--- src/rtl/frame_ctrl_if.sv ---
// frame_ctrl_if: request/window-move bundle between the decode/control unit
// and the frame controller.
//   master : decode/control side - drives Call, Rtn, Frame_Size, Ret_PC_In
//   slave  : frame controller    - drives New_FP, FP_move, FP_push_up,
//            Ret_PC_Out, Ret_Valid, Busy, Fault, Depth
interface frame_ctrl_if #(
  parameter int ADDR_W = 4,
  parameter int PC_W   = 16
);
  logic              Call;
  logic              Rtn;
  logic [2:0]        Frame_Size;
  logic [PC_W-1:0]   Ret_PC_In;
  logic [ADDR_W-1:0] New_FP;
  logic              FP_move;
  logic              FP_push_up;
  logic [PC_W-1:0]   Ret_PC_Out;
  logic              Ret_Valid;
  logic              Busy;
  logic              Fault;
  logic [2:0]        Depth;

  modport master (
    output Call, Rtn, Frame_Size, Ret_PC_In,
    input  New_FP, FP_move, FP_push_up, Ret_PC_Out, Ret_Valid, Busy, Fault, Depth
  );

  modport slave (
    input  Call, Rtn, Frame_Size, Ret_PC_In,
    output New_FP, FP_move, FP_push_up, Ret_PC_Out, Ret_Valid, Busy, Fault, Depth
  );
endinterface

--- src/rtl/frame_ctrl.sv ---
// frame_ctrl: call/return frame controller for the windowed register file.
// Holds the frame pointer, translates logical register numbers to physical
// addresses, and keeps a return stack of (return PC, frame shift) pairs so a
// RTN restores FP exactly.
// Ports:
//   Clock, Reset        : clock, asynchronous active-high reset
//   bus (slave)         : Call/Rtn requests in; window-move and status out
//   Log_Rd/Log_Rs/Log_Rm: logical register numbers
//   Rd/Rs/Rm_Addr       : physical addresses = FP + logical number
module frame_ctrl #(
  parameter int ADDR_W    = 4,
  parameter int WIN_W     = 3,
  parameter int PC_W      = 16,
  parameter int RAS_DEPTH = 4
) (
  input  logic              Clock,
  input  logic              Reset,
  frame_ctrl_if.slave       bus,
  input  logic [WIN_W-1:0]  Log_Rd,
  input  logic [WIN_W-1:0]  Log_Rs,
  input  logic [WIN_W-1:0]  Log_Rm,
  output logic [ADDR_W-1:0] Rd_Addr,
  output logic [ADDR_W-1:0] Rs_Addr,
  output logic [ADDR_W-1:0] Rm_Addr
);

  localparam int CNT_W  = 4;
  localparam int IDX_W  = (RAS_DEPTH > 1) ? $clog2(RAS_DEPTH) : 1;
  // Highest FP that still leaves a full window inside the register file.
  localparam int FP_MAX = (2 ** ADDR_W) - (2 ** WIN_W);

  typedef enum logic [1:0] {IDLE, MOVE, SETTLE, FAULT} state_t;

  state_t            state_q, state_d;
  logic [ADDR_W-1:0] fp_q;
  logic [ADDR_W-1:0] new_fp_q, new_fp_d;
  logic              move_q, move_d;
  logic              up_q, up_d;
  logic [PC_W-1:0]   ret_pc_q, ret_pc_d;
  logic              valid_q, valid_d;
  logic [CNT_W-1:0]  depth_q;
  logic              push, pop, fp_load;

  logic [PC_W-1:0]   stk_pc [RAS_DEPTH];
  logic [2:0]        stk_sz [RAS_DEPTH];

  logic [IDX_W-1:0]  push_idx, top_idx;
  logic [ADDR_W:0]   call_sum;
  logic              call_bad;

  assign push_idx = IDX_W'(depth_q);
  assign top_idx  = IDX_W'(depth_q - 1'b1);
  assign call_sum = {1'b0, fp_q} + (ADDR_W + 1)'(bus.Frame_Size);
  assign call_bad = (call_sum > (ADDR_W + 1)'(FP_MAX)) || (depth_q == CNT_W'(RAS_DEPTH));

  always_comb begin
    state_d  = state_q;
    new_fp_d = new_fp_q;
    move_d   = 1'b0;
    up_d     = up_q;
    ret_pc_d = ret_pc_q;
    valid_d  = 1'b0;
    push     = 1'b0;
    pop      = 1'b0;
    fp_load  = 1'b0;
    case (state_q)
      IDLE: begin
        if (bus.Call && bus.Rtn) begin
          state_d = FAULT;
        end else if (bus.Call) begin
          if (call_bad) begin
            state_d = FAULT;
          end else begin
            state_d  = MOVE;
            push     = 1'b1;
            move_d   = 1'b1;
            up_d     = 1'b1;
            new_fp_d = call_sum[ADDR_W-1:0];
          end
        end else if (bus.Rtn) begin
          if (depth_q == '0) begin
            state_d = FAULT;
          end else begin
            state_d  = MOVE;
            pop      = 1'b1;
            move_d   = 1'b1;
            up_d     = 1'b0;
            new_fp_d = fp_q - ADDR_W'(stk_sz[top_idx]);
            ret_pc_d = stk_pc[top_idx];
            valid_d  = 1'b1;
          end
        end
      end
      MOVE: begin
        state_d = SETTLE;
        fp_load = 1'b1;
      end
      SETTLE:  state_d = IDLE;
      FAULT:   state_d = FAULT;
      default: state_d = IDLE;
    endcase
  end

  always_ff @(posedge Clock or posedge Reset) begin
    if (Reset) begin
      state_q  <= IDLE;
      fp_q     <= '0;
      new_fp_q <= '0;
      move_q   <= 1'b0;
      up_q     <= 1'b0;
      ret_pc_q <= '0;
      valid_q  <= 1'b0;
      depth_q  <= '0;
    end else begin
      state_q  <= state_d;
      new_fp_q <= new_fp_d;
      move_q   <= move_d;
      up_q     <= up_d;
      ret_pc_q <= ret_pc_d;
      valid_q  <= valid_d;
      if (fp_load) fp_q <= new_fp_q;
      if (push)      depth_q <= depth_q + 1'b1;
      else if (pop)  depth_q <= depth_q - 1'b1;
    end
  end

  // Stack contents need no reset: Depth alone defines which entries are live.
  always_ff @(posedge Clock) begin
    if (push) begin
      stk_pc[push_idx] <= bus.Ret_PC_In;
      stk_sz[push_idx] <= bus.Frame_Size;
    end
  end

  assign Rd_Addr = fp_q + ADDR_W'(Log_Rd);
  assign Rs_Addr = fp_q + ADDR_W'(Log_Rs);
  assign Rm_Addr = fp_q + ADDR_W'(Log_Rm);

  assign bus.New_FP     = new_fp_q;
  assign bus.FP_move    = move_q;
  assign bus.FP_push_up = up_q;
  assign bus.Ret_PC_Out = ret_pc_q;
  assign bus.Ret_Valid  = valid_q;
  assign bus.Busy       = (state_q != IDLE);
  assign bus.Fault      = (state_q == FAULT);
  // Depth port is 3 bits; a full 8-deep stack reads back as 7.
  assign bus.Depth      = (depth_q > CNT_W'(7)) ? 3'd7 : depth_q[2:0];

endmodule

--- src/flat_wrapper.sv ---
// flat-port wrapper written by rule: the top's interface ports become plain ports
module frame_ctrl_flat 
#(
  parameter int ADDR_W    = 4,
  parameter int WIN_W     = 3,
  parameter int PC_W      = 16,
  parameter int RAS_DEPTH = 4
)
  (Clock, Reset, Log_Rd, Log_Rs, Log_Rm, Rd_Addr, Rs_Addr, Rm_Addr, bus_Call, bus_Rtn, bus_Frame_Size, bus_Ret_PC_In, bus_New_FP, bus_FP_move, bus_FP_push_up, bus_Ret_PC_Out, bus_Ret_Valid, bus_Busy, bus_Fault, bus_Depth);
  frame_ctrl_if #(.ADDR_W(ADDR_W), .PC_W(PC_W)) bus_i ();
  input  logic Clock;
  input  logic Reset;
  input  logic [WIN_W-1:0] Log_Rd;
  input  logic [WIN_W-1:0] Log_Rs;
  input  logic [WIN_W-1:0] Log_Rm;
  output logic [ADDR_W-1:0] Rd_Addr;
  output logic [ADDR_W-1:0] Rs_Addr;
  output logic [ADDR_W-1:0] Rm_Addr;
  input wire logic [$bits(bus_i.Call)-1:0] bus_Call;
  input wire logic [$bits(bus_i.Rtn)-1:0] bus_Rtn;
  input wire logic [$bits(bus_i.Frame_Size)-1:0] bus_Frame_Size;
  input wire logic [$bits(bus_i.Ret_PC_In)-1:0] bus_Ret_PC_In;
  output wire logic [$bits(bus_i.New_FP)-1:0] bus_New_FP;
  output wire logic [$bits(bus_i.FP_move)-1:0] bus_FP_move;
  output wire logic [$bits(bus_i.FP_push_up)-1:0] bus_FP_push_up;
  output wire logic [$bits(bus_i.Ret_PC_Out)-1:0] bus_Ret_PC_Out;
  output wire logic [$bits(bus_i.Ret_Valid)-1:0] bus_Ret_Valid;
  output wire logic [$bits(bus_i.Busy)-1:0] bus_Busy;
  output wire logic [$bits(bus_i.Fault)-1:0] bus_Fault;
  output wire logic [$bits(bus_i.Depth)-1:0] bus_Depth;
  assign bus_i.Call = bus_Call;
  assign bus_i.Rtn = bus_Rtn;
  assign bus_i.Frame_Size = bus_Frame_Size;
  assign bus_i.Ret_PC_In = bus_Ret_PC_In;
  assign bus_New_FP = bus_i.New_FP;
  assign bus_FP_move = bus_i.FP_move;
  assign bus_FP_push_up = bus_i.FP_push_up;
  assign bus_Ret_PC_Out = bus_i.Ret_PC_Out;
  assign bus_Ret_Valid = bus_i.Ret_Valid;
  assign bus_Busy = bus_i.Busy;
  assign bus_Fault = bus_i.Fault;
  assign bus_Depth = bus_i.Depth;
  frame_ctrl #(.ADDR_W(ADDR_W), .WIN_W(WIN_W), .PC_W(PC_W), .RAS_DEPTH(RAS_DEPTH)) u_core (.Clock(Clock), .Reset(Reset), .bus(bus_i), .Log_Rd(Log_Rd), .Log_Rs(Log_Rs), .Log_Rm(Log_Rm), .Rd_Addr(Rd_Addr), .Rs_Addr(Rs_Addr), .Rm_Addr(Rm_Addr));
endmodule
--- config.mk ---
export PLATFORM = sky130hd
export DESIGN_NAME = frame_ctrl_flat
export DESIGN_NICKNAME = d
export VERILOG_FILES = /design/src/rtl/frame_ctrl_if.sv /design/src/rtl/frame_ctrl.sv /design/src/flat_wrapper.sv
export SDC_FILE = /design/constraint.sdc
export NUM_CORES = 1
export LEC_CHECK = 0
export ABC_AREA = 1
export ABC_CLOCK_PERIOD_IN_PS = 9300
export BUFFER_PORTS_ARGS = -buffer_cell sky130_fd_sc_hd__buf_2
export CAP_MARGIN = 20
export CORE_AREA = 4 4 87 109
export DETAILED_ROUTE_END_ITERATION = 6
export DIE_AREA = 0 0 91 113
export PLACE_DENSITY = 0.8
export SYNTH_ARGS = -nofsm -noshare
export SYNTH_HDL_FRONTEND = slang
export SYNTH_SLANG_ARGS = --single-unit
--- constraint.sdc ---
create_clock -name Clock -period 9.3 [get_ports Clock]
set_clock_uncertainty 0.05 [all_clocks]
set_input_delay 1.395 -clock Clock [delete_from_list [all_inputs] [get_ports Clock]]
set_output_delay 1.395 -clock Clock [all_outputs]
set_load 0.03 [all_outputs]
* Yosys cells after proc, flatten, opt, wreduce, memory -nomap -nowiden *
Memory sizes are Yosys's and may differ from the RTL's. A register that Yosys moved wholly into a read port is not among the register bits.
Cells that the tools add are included.

word-level totals
  register bits after elaboration = 17
  memory bits (writable) = 76
  input bits = 32
  output and inout bits = 40
  word-level logic and storage cells = 69
  memories kept = 2

memory list
  name           depth  bits a word  read ports  clocked after memory_dff  write ports  RTL line          text
  u_core.stk_pc  4      16           1           1                         1            frame_ctrl.sv:44  logic [PC_W-1:0] stk_pc [RAS_DEPTH];
  u_core.stk_sz  4      3            1           0                         1            frame_ctrl.sv:45  logic [2:0] stk_sz [RAS_DEPTH];

operators by class
  add/subtract/negate cells = 7
  magnitude comparators = 2
  equal/unequal tests = 7
  multiplexer cells = 32
  bitwise logic cells = 3
  reduce and logical (&&, ||, !) cells = 9

operators with widths
  operator             number
  $mux 4               6
  $mux 1               19
  $add 4x3->4          3
  $mux 2               5
  $reduce_and 5->1     2
  $pmux 2 s4           1
  $reduce_bool 2->1    3
  $add 4x3->5          1
  $gt 5x4->1 const B   1
  $add 4x1->4 const B  1
  $eq 2x2->1 const B   2
  $eq 4x3->1 const B   1
  $gt 4x3->1 const B   1
  $logic_not 4->1      1
  $ne 2x2->1 const B   2
  $ne 4x3->1 const B   1
  $sub 4x1->4 const B  1
  $sub 4x3->4          1
  $mux 3               1
  $not 1->1            3
  $eq 2x1->1 const B   1
  $logic_not 2->1      1
  $logic_and 1x1->1    1
  $logic_or 1x1->1     1

* Longest topological paths before layout *
  depth in word-level cells = 9
  mapped depth = 17
  gate-level depth less buffers = 14

* Least setup slack after synthesis *
No wires, ideal clock.

  kind = input port to output port
  from = in Log_Rd[0]
  to = out Rd_Addr[2]
  data arrival time = 2.504 ns
  required time = 7.855 ns
  slack = 5.351 ns
  cell stages on the path = 4
  path buffers = 0
  cell sequence = ha_1 -> inv_1 -> fa_1 -> xnor2_1

on the way
  cells in the longest elaborated chain, start to end = 1

RTL lines
  what             RTL line            text
  start, declared  flat_wrapper.sv:13  input logic [WIN_W-1:0] Log_Rd;
  $add 4x3->4      frame_ctrl.sv:135   assign Rd_Addr = fp_q + ADDR_W'(Log_Rd);
  end, declared    flat_wrapper.sv:16  output logic [ADDR_W-1:0] Rd_Addr;

No other way between the ends.

* Worst setup path in the final report *
  from = in bus_Frame_Size[0]
  to = mem u_core.stk_sz[1][2] (enable)

on the way
  cells in the longest elaborated chain, start to end = 9

RTL lines
  what                          RTL line            text
  start, declared               flat_wrapper.sv:21  input wire logic [$bits(bus_i.Frame_Size)-1:0] bus_Frame_Size;
  $add 4x3->5                   frame_ctrl.sv:53    assign call_sum = {1'b0, fp_q} + (ADDR_W + 1)'(bus.Frame_Size);
  $gt 5x4->1                    frame_ctrl.sv:54    assign call_bad = (call_sum > (ADDR_W + 1)'(FP_MAX)) || (depth_q == CNT_W'(RAS_DEPTH));
  $logic_or 1x1->1              frame_ctrl.sv:54
  $mux 1                        frame_ctrl.sv:71    if (call_bad) begin
  $mux 1                        frame_ctrl.sv:70    end else if (bus.Call) begin
  $mux 1                        frame_ctrl.sv:68    if (bus.Call && bus.Rtn) begin
  $mux 1                        frame_ctrl.sv:66    case (state_q)
  $mux 1                        frame_ctrl.sv:129   if (push) begin
  $mux 1 (implied by the code)  frame_ctrl.sv:131   stk_sz[push_idx] <= bus.Frame_Size;
  end, declared                 frame_ctrl.sv:45

No other way between the ends.

==> run metrics <==
initial cell density of the core between 50% and 60%; Clock Tree Buf Depth 2; hold_buf cts 0; global route overflow 0; Max FO, Critical Path 19; critical path cell sequence buf_2 > ha_1 > inv_1 > fa_1 > inv_1 > nor2_1 > nand2_1 > nand3_1 > nand3_2 > nor2_2; initial antenna violation count 0; first-pass GRT wire length around 16 mm; peak supply drop about 190 uV; HP Class reg2reg; fin crit period 3900 ps; Die ar. 10,300 um2; Worst Setup Start Kind input port; Final nets ~560; WP data required about 9000 ps; multi-input logic area between 1500 and 2000 um2; worst setup margin about 5400 ps; static leakage about 2.5 nW; Slew Limit Fails 0; Finished Layout Cells around 610; pre-CTS WS between 4000 and 5000 ps; Max-Slew Margin vs Limit between 20% and 30%; fillcell total ~600; peak per-stage delay on the critical path approximately 880 ps; # rows 38; Die X 91 um; Post-DRT Antenna Nets 0; placed insts a little under 600; Worst setup EP type flip-flop; Critical path origin bus_Frame_Size[0]; largest net degree at the start of global routing 44; status finished clean; layout cells sized above 1 between 20% and 30%; Cell variety after synth 34; CTS clk-pin slew, worst paths about 100 ps; Detailed Routing Iterations Pass 1 5; Fmax ~260 MHz; Area Overhead vs Synth 14.3%; vias in the first global route around 3,400; syn nets slightly below 500; Tcrit/Tclk final between 40% and 50%; Resized Gates After CTS 0; Detailed Route Iter0 Violations 235; DRT Wirelength ~10 mm; yosys warns 0; sequential share of the synthesized area 61.1%; final setup vio count 0; Least-Margin Pin Slew approximately 1100 ps; Worst EP arrival approximately 3800 ps; vias per std cell 5.54; slowest CP cell nor2_2; clk sinks 109; GRT Util Overall approximately 20%; FF+latch count, synth around 110; Hold Startpoint u_core.bus.FP_push_up$_DFFE_PP0P_; post-DR wirelength/cell around 17 um; routability cong. roughly 0.85; Final Hold Viols 0; syn avg cell area around 12 um2; Setup Buffers After CTS 0; Num CTS Buffers 9; I/O pin count 72; RR Startpoint u_core.depth_q[0]$_DFFE_PP0P_; Mapped Area between 5000 and 6000 um2; die height 113 um; n_diodes 0; DRC 0; most used cell along the critical path inv_1; DR vias 3,355; Port-buffer cells between 70 and 80; CP Class in2reg; Clock Latency Late Sink between 300 and 400 ps; power per cell area between 300 and 400 nW/um2; CTS tree yes; FF+latch area 3110 um2; CTS Root Cell clkbuf_8; H-tree levels 3; post-synthesis cell count 430; sum of negative setup slack 0 ps; Core Region about 8600 um2; RSZ-0062 raised after global routing false; max_cap viols 0; hpwl dp approximately 6.6 mm
## worst max-delay path, delay by kind of cell
family                   cells  cell delay, ps
buffers and inverters        3             260
adder cells (fa/ha/maj)      2             690
AND/OR/NAND/NOR              5            1480
## final timing paths
path / end / slack, ps / cells past startpoint
min reg2reg: u_core.bus.FP_push_up$_DFFE_PP0P_ / 450 / 2
max reg2reg: u_core.bus.New_FP[1]$_DFFE_PP0P_ / 5750 / 11
max: u_core.stk_sz[1][2]$_DFFE_PP_ / 5400 / 10
min: u_core.bus.FP_push_up$_DFFE_PP0P_ / 450 / 2
max in group asynchronous: u_core.bus.Ret_PC_Out[15]$_DFFE_PP0P_ / 7800 / 3
min in group asynchronous: u_core.bus.Ret_Valid$_DFF_PP0_ / 1070 / 3
## state kept, by name, summed over array words and instances (netlist names)
name / cells
u_core.fp_q: 4
u_core.depth_q: 4
u_core.bus.Ret_Valid: 1
u_core.stk_pc: 64
u_core.stk_sz: 12
u_core.bus.FP_move: 1
u_core.bus.Ret_PC_Out: 16
u_core.state_q: 2
u_core.bus.New_FP: 4
u_core.bus.FP_push_up: 1
## metal layers
layer | vias to the layer above | global-route usage [%] | share of wire, %
li1 | 1631 | - | -
met1 | 1616 | 24.3 | 39
met2 | 100 | 35.7 | 55
met3 | 8 | 4.65 | 4.5
met4 | 0 | 6.24 | 0.98
met5 | - | 0 | 0
## cell usage after synthesis, drive strengths merged
| library cell | n | share of area (%) |
|---|---|---|
| mux2 | 17 | 4.5 |
| xnor2 | 4 | 0.69 |
| o22ai | 17 | 2.1 |
| nor2 | 45 | 4.0 |
| ha | 25 | 6.1 |
| fa | 5 | 2.0 |
| a32oi | 1 | 0.17 |
| a21oi | 8 | 0.79 |
| o31ai | 1 | 0.15 |
| clkinv | 1 | 0.17 |
| nand2 | 61 | 4.7 |
| buf | 6 | 0.86 |
| clkbuf | 10 | 0.74 |
| nor3 | 1 | 0.098 |
| xor2 | 7 | 1.2 |
| nand4 | 8 | 0.98 |
| dfrtp | 33 | 16 |
| nand3 | 22 | 2.4 |
| edfxtp | 76 | 45 |
| or2 | 1 | 0.17 |
| inv | 39 | 2.9 |
| o21ai | 41 | 4.0 |
| a32o | 1 | 0.20 |
## area by class of cell
type / count / area share, %
Timing Repair Buffer: 76 / 7.45
Sequential cell: 109 / 53.5
Clock buffer: 11 / 2.26
Clock inverter: 5 / 1.85
Inverter: 40 / 2.67
Tap cell: 100 / 2.15
Multi-Input combinational cell: 265 / 30.2
## layout by cell type (no fill, tap or decap), types with 3 or more instances in the layout
cell type	instances
bufinv_16	3
ha_1	25
nand4_1	8
inv_1	35
buf_2	71
nor2_2	5
mux2_4	10
xnor2_1	4
xor2_1	7
o22ai_1	17
nand3_1	20
o21ai_0	41
inv_2	4
mux2_2	7
dfrtp_1	33
buf_4	3
a21oi_1	8
nand2_1	58
edfxtp_1	76
nor2_1	37
clkbuf_8	9
fa_1	5
## through the flow
step	util [%]	cell area (um2)	power (mW)	hold WS, ps
after floorplan	-	5090	1.39	424
after global placement	64.5	5520	1.60	403
after detailed placement	64.5	5520	1.64	428
after CTS	67.3	5760	1.98	453
after global routing	67.9	5810	2.10	482
final	67.9	5810	1.97	450
## kinds of logic (layout without fill, tap and decap cells)
| family | Yosys count | in the layout | synth area share [%] |
|---|---|---|---|
| compound gates | 69 | 69 | 7.43 |
| fa+ha+maj | 30 | 30 | 8.11 |
| xor+xnor | 11 | 11 | 1.89 |
| buf+inv | 56 | 132 | 4.65 |
| mux | 17 | 17 | 4.50 |
| simple gates | 138 | 138 | 12.3 |
| flops | 109 | 109 | 61.1 |
## power by group
group | internal, mW | switching (mW)
registers | 0.607 | 0.0557
clock network | 0.181 | 0.155
logic | 0.332 | 0.639
total | 1.12 | 0.849
(Power assumes the default switching activity.)
